$ cat src/rtl/ch1_reg_port.sv
// ch1_reg_port
// CPU-side register port for square channel 1 (NR10..NR14 at FF10..FF14).
// Decodes CPU writes into the fields the channel 1 datapath consumes, merges
// the sweep unit's frequency write-back, and serves masked, registered CPU
// readback.
//
// Ports:
//   dova_phi     clock, all state updates on the rising edge
//   apu_reset    synchronous active-high reset
//   apu_wr/rd    one-cycle CPU write / read strobes
//   ff10..ff14   one-hot register selects
//   d            CPU write data
//   dout/dout_oe registered readback data and one-cycle drive enable
//   sweep_upd    sweep unit frequency write-back request
//   sweep_freq   write-back frequency
//   nch1_active  low while the channel is running
//   nr10         {period[2:0], negate, shift[2:0]}
//   duty         NR11 duty select
//   len_load     one-cycle length-counter load pulse, len_val valid with it
//   len_val      NR11 length-load value
//   nr12         envelope register
//   dac_en       DAC enable (nr12[7:3] != 0)
//   freq         11-bit channel frequency {NR14[2:0], NR13}
//   len_en       length-counter enable (NR14 bit 6)
//   ch1_restart  trigger pulse, RESTART_CYCLES clocks wide
//   ch1_kill     one-cycle pulse when the DAC is switched off mid-run
module ch1_reg_port #(
  parameter int RESTART_CYCLES = 4,
  parameter int LEN_BITS       = 6
) (
  input  logic                dova_phi,
  input  logic                apu_reset,
  input  logic                apu_wr,
  input  logic                apu_rd,
  input  logic                ff10,
  input  logic                ff11,
  input  logic                ff12,
  input  logic                ff13,
  input  logic                ff14,
  input  logic [7:0]          d,
  output logic [7:0]          dout,
  output logic                dout_oe,
  input  logic                sweep_upd,
  input  logic [10:0]         sweep_freq,
  input  logic                nch1_active,
  output logic [6:0]          nr10,
  output logic [1:0]          duty,
  output logic                len_load,
  output logic [LEN_BITS-1:0] len_val,
  output logic [7:0]          nr12,
  output logic                dac_en,
  output logic [10:0]         freq,
  output logic                len_en,
  output logic                ch1_restart,
  output logic                ch1_kill
);

  localparam int              RC_W    = $clog2(RESTART_CYCLES + 1);
  localparam logic [RC_W-1:0] RC_LOAD = RC_W'(RESTART_CYCLES);
  localparam logic [RC_W-1:0] RC_ONE  = RC_W'(1);

  // Masked readback: unused/write-only bits read as 1.
  function automatic logic [7:0] readback(
    input logic [4:0] sel,
    input logic [6:0] r10,
    input logic [1:0] r_duty,
    input logic [7:0] r12,
    input logic       r_len_en
  );
    logic [7:0] val;
    val = 8'h00;
    unique case (1'b1)
      sel[0]:  val = {1'b1, r10};
      sel[1]:  val = {r_duty, 6'b111111};
      sel[2]:  val = r12;
      sel[3]:  val = 8'hFF;
      sel[4]:  val = {1'b1, r_len_en, 6'b111111};
      default: val = 8'h00;
    endcase
    return val;
  endfunction

  logic [4:0]      sel;
  logic            wr10, wr11, wr12, wr13, wr14;
  logic            trigger;
  logic            kill_next;
  logic            rd_vld_p0;
  logic [7:0]      rd_data_p0;
  logic [10:0]     freq_next;
  logic [RC_W-1:0] rc;
  logic [RC_W-1:0] rc_next;

  assign sel  = {ff14, ff13, ff12, ff11, ff10};
  assign wr10 = apu_wr & ff10;
  assign wr11 = apu_wr & ff11;
  assign wr12 = apu_wr & ff12;
  assign wr13 = apu_wr & ff13;
  assign wr14 = apu_wr & ff14;

  assign trigger   = wr14 & d[7];
  // Switching the DAC off while the channel runs must silence it at once.
  assign kill_next = wr12 & (d[7:3] == 5'd0) & ~nch1_active;

  assign ch1_restart = (rc != '0);
  assign dac_en      = |nr12[7:3];

  // Readback is sampled from pre-write state, so a same-cycle rd+wr to one
  // register returns the old value.
  assign rd_vld_p0  = apu_rd & (|sel);
  assign rd_data_p0 = readback(sel, nr10, duty, nr12, len_en);

  // Sweep write-back replaces the whole frequency, then a same-cycle CPU
  // write overrides only the byte it targets. Sweep is held off while the
  // restart pulse is active so the new trigger frequency is not clobbered.
  always_comb begin
    freq_next = freq;
    if (sweep_upd && !ch1_restart) freq_next = sweep_freq;
    if (wr13) freq_next[7:0] = d;
    if (wr14) freq_next[10:8] = d[2:0];
  end

  // A trigger (re)loads the counter, extending a pulse already in flight.
  always_comb begin
    rc_next = rc;
    if (rc != '0) rc_next = rc - RC_ONE;
    if (trigger) rc_next = RC_LOAD;
  end

  // Stage p0 -> p1: register state, pulses and readback
  always_ff @(posedge dova_phi) begin
    if (apu_reset) begin
      nr10     <= '0;
      duty     <= '0;
      len_val  <= '0;
      nr12     <= '0;
      freq     <= '0;
      len_en   <= 1'b0;
      len_load <= 1'b0;
      ch1_kill <= 1'b0;
      rc       <= '0;
      dout     <= 8'h00;
      dout_oe  <= 1'b0;
    end else begin
      if (wr10) nr10 <= d[6:0];
      if (wr11) begin
        duty    <= d[7:6];
        len_val <= LEN_BITS'(d[5:0]);
      end
      if (wr12) nr12 <= d;
      if (wr14) len_en <= d[6];
      freq     <= freq_next;
      len_load <= wr11;
      ch1_kill <= kill_next;
      rc       <= rc_next;
      dout_oe  <= rd_vld_p0;
      if (rd_vld_p0) dout <= rd_data_p0;
    end
  end

endmodule

$ cat config.mk
export PLATFORM = sky130hd
export DESIGN_NAME = ch1_reg_port
export DESIGN_NICKNAME = d
export VERILOG_FILES = /design/src/rtl/ch1_reg_port.sv
export SDC_FILE = /design/constraint.sdc
export NUM_CORES = 1
export LEC_CHECK = 0
export CAP_MARGIN = 15
export CORE_MARGIN = 3
export CORE_UTILIZATION = 30
export DETAILED_ROUTE_END_ITERATION = 16
export GPL_ROUTABILITY_DRIVEN = 0
export HOLD_SLACK_MARGIN = 0.1
export SLEW_MARGIN = 20
export SYNTH_ARGS = -nofsm -noshare
export SYNTH_HDL_FRONTEND = slang
export SYNTH_SLANG_ARGS = --single-unit
$ cat constraint.sdc
create_clock -name dova_phi -period 3.2 [get_ports dova_phi]
set_input_delay 0.8 -clock dova_phi [delete_from_list [all_inputs] [get_ports dova_phi]]
set_output_delay 0.8 -clock dova_phi [all_outputs]
set_load 0.02 [all_outputs]
==> summary.md <==
| Metric | Value |
|---|---|
| Wire per inst | approximately 15 um |
| Worst Skew | around 0.0076 ns |
| Max incr delay on CP | ~0.59 ns |
| Hpwl dp | 4420 um |
| CP top delay family | buffers and inverters |
| Top_reg_cell synth | dfxtp_1 |
| Mux cell area share after synthesis | 0.0124 |
| Sequential share of the synthesized area | 0.485 |
| Stages on worst setup path | 5 |
| Syn_nets | about 280 |
| H-tree levels | 2 |
| Unrepaired setup endpoints after global routing | false |
| Die Span Y | around 90 um |
| RR Endpoint | freq[8]$_SDFFE_PP0P_ |
| Clk_lat worst skew | approximately 0.30 ns |
| Simple-gate portion of the synthesized area | 0.232 |
| I/O pins | 78 |
| CTS buffer count | 5 |
| R2R cell count | 7 |
| CORE AREA | roughly 6500 um2 |
| Initial Util | 0.313 |
| DIE AREA | between 7000 and 8000 um2 |
| Yosys top cell by area | dfxtp_1 |
| Bufs and invs on worst path | 3 |
| Area contributors post-synth | dfxtp_1, nand2_1, a21oi_1 |
| Power Total | about 1.7 mW |
| Root Buffer | clkbuf_8 |
| DR pass1 iterations | 5 |
| Buffer depth of the longest clock path | 2 |
| Fillcell total | 635 |
| Slowest cell on crit path | clkdlybuf4s50_1 |
| Post_cts resized | 0 |
| WL final | slightly above 6000 um |
| Status | finished clean |
| Slew margin rel. | 0.647 |
| Setup violators final | 0 |
| Max Cap Viol | 0 |
| Clock tree from TritonCTS | built |
| Reg2reg setup slack | roughly 1.4 ns |
| Input/output buffers | 77 |
| Final net count | between 300 and 400 |
| Initial antenna violation count | 0 |
| GR Util All Layers | 0.161 |
| Crit path capture | ch1_restart |
| Via count | approximately 2000 |
| Crit path time final | 2.55 ns |
| EDFF count, synth | 0 |
| Share of cells above drive strength 1 | 0.0525 |
| Via count of the first global-routing pass | slightly below 2000 |
| Final core occ | 0.463 |
| Compound-cell area share of the yosys netlist | 0.194 |
| Async SR Flop Fraction | 0 |
| Synth cell count leaders | nand2_1, dfxtp_1, a21oi_1, nand3_1, nor2_1 |
| Worst Path Class, Setup | register to primary output |
| Pleak | between 1 and 1.5 nW |
| Drt initial violations | 149 |
| Top-count cell post-synth | nand2_1 |
| DR vias/cell | between 5 and 6 |
| CP cell instances | inv_1 -> ha_1 -> ha_1 -> inv_1 -> clkdlybuf4s50_1 |
| XOR/XNOR Fraction of Synth Area | 0.00433 |
| Synth top area share | 0.485 |
| Final hold violation count | 0 |
| Pwr dens | roughly 560 nW/um2 |
| CP Capture Type | primary output |
| CP max FO | 2 |
| Largest net degree at the start of global routing | 33 |
| Peak supply drop | approximately 0.22 mV |
| Die Wd | around 90 um |
| First-pass GRT wire length | about 9700 um |
| Clk sinks | 49 |
| ANT cells | 0 |
| Clk slew on worst S/H paths | about 0.09 ns |
| Post-Synthesis Cells | about 250 |
| Required @ worst endpoint | between 2 and 2.5 ns |
| Final instance area | approximately 3000 um2 |
| Synth Warn # | 0 |
| RR Startpoint | rc[0]$_SDFFE_PP0P_ |
| CP startpoint kind | register |
| Period utilization | 0.797 |
| CP startpoint | rc[0]$_SDFFE_PP0P_ |
| Setup TNS | 0 ns |
| Final Slew Violations | 0 |
| Post-Synth Adder-Cell Area | 0.0185 |
| Antenna-violating nets left | 0 |
| Worst EP arrival | around 1.8 ns |
| Core Rows | 29 |
| Netlist Area Pre-Place | around 2000 um2 |
| Worst slew pin tran | about 0.53 ns |
| Layout Area Growth over Synthesis | 47.8% |
| Placed Area | ~2900 um2 |
| Synth unique cells | 28 |
| Post-cts hold buffer count | 0 |
| Total gr overflow | 0 |
| Syn Area/Cell | ~8.1 um2 |
| Post-CTS Repair Setup Buffers | 0 |
| DR DRC count | 0 |
| Fmax | slightly below 400 MHz |
| Synth Register Bits | just under 50 |
| Largest family of logic cells by synthesized area | simple AND/OR/NAND/NOR gates |
| Hold Path Class | register to register |
-- cells in the final DEF (no fill, tap or decap), types with 2 or more instances in the layout --
cell / synthesis / final
clkbuf_8: 0 / 6
a21oi_1: 28 / 28
dfxtp_1: 49 / 49
ha_1: 3 / 3
nor2_1: 19 / 19
inv_1: 11 / 11
nor3_1: 4 / 4
a22oi_1: 7 / 7
a221oi_1: 6 / 6
a311oi_1: 11 / 11
nor4_1: 2 / 2
nand3_1: 28 / 28
nand2_1: 52 / 52
clkdlybuf4s50_1: 0 / 77
buf_4: 1 / 7
-- layer usage --
layer / up-vias / GRT usage / part of all wire
li1: 1014 / - / -
met5: - / 0 / 0
met3: 7 / 0.0386 / 0.070
met4: 0 / 0.0508 / 0.012
met2: 69 / 0.245 / 0.45
met1: 948 / 0.227 / 0.47
-- layout make-up --
type                       count  area, um2  share of cell area
inverter                      11       41.3              0.0138
timing repair buffer          84        823               0.275
clock inverter                 1       30.0              0.0100
clock buffer                   7       86.3              0.0289
tap                           77       96.3              0.0322
multi-input combinational    172        933               0.312
sequential                    49        981               0.328
-- power by group --
part	internal, mW	switching (mW)	total (mW)
registers	0.670	0.0364	0.706
logic	0.229	0.292	0.521
clock network	0.255	0.203	0.458
total	1.15	0.531	1.69
-- how the worst min path moves through the flow --
stage                     cells after the start                    start                      end  slack, ns
after floorplan                               2       rc[1]$_SDFFE_PP0P_       rc[1]$_SDFFE_PP0P_       0.45
after global placement                        2  len_val[4]$_SDFFE_PP0P_  len_val[4]$_SDFFE_PP0P_       0.45
after detailed placement                      2  len_val[4]$_SDFFE_PP0P_  len_val[4]$_SDFFE_PP0P_       0.45
after CTS                                     2  len_val[4]$_SDFFE_PP0P_  len_val[4]$_SDFFE_PP0P_       0.46
after global routing                          2  len_val[1]$_SDFFE_PP0P_  len_val[1]$_SDFFE_PP0P_       0.50
final                                         2  len_val[4]$_SDFFE_PP0P_  len_val[4]$_SDFFE_PP0P_       0.46
-- sequential cells by signal, summed over array words and instances (netlist names), 2 cells and up --
register,cells
freq,11
dout,8
nr12,8
nr10,7
len_val,6
rc,3
duty,2
-- stage by stage --
stage	hold WS, ns	setup slack, ns	instances
floorplan	0.454	1.18	249
global placement	0.450	0.611	393
detailed placement	0.449	0.589	393
CTS	0.461	0.627	401
global route	0.496	0.589	401
finish	0.457	0.649	401
-- worst register-to-register path, cell delays in order (launching register included) --
cell      delay (ns)
dfxtp_1         0.35
inv_1           0.05
ha_1            0.21
ha_1            0.19
buf_4           0.20
nand2_1         0.33
nand2_1         0.10
a311oi_1        0.29
-- cell families (layout without fill, tap and decap cells) --
group                      count (synthesis)  in the layout
and+or+nand+nor                          109            109
AOI/OAI and AO/OA                         57             57
DFF                                       49             49
buffers and inverters                     28            103
adders and majority gates                  3              3
muxes                                      2              2
xor gates and xnor gates                   1              1
(Power assumes the default switching activity.)
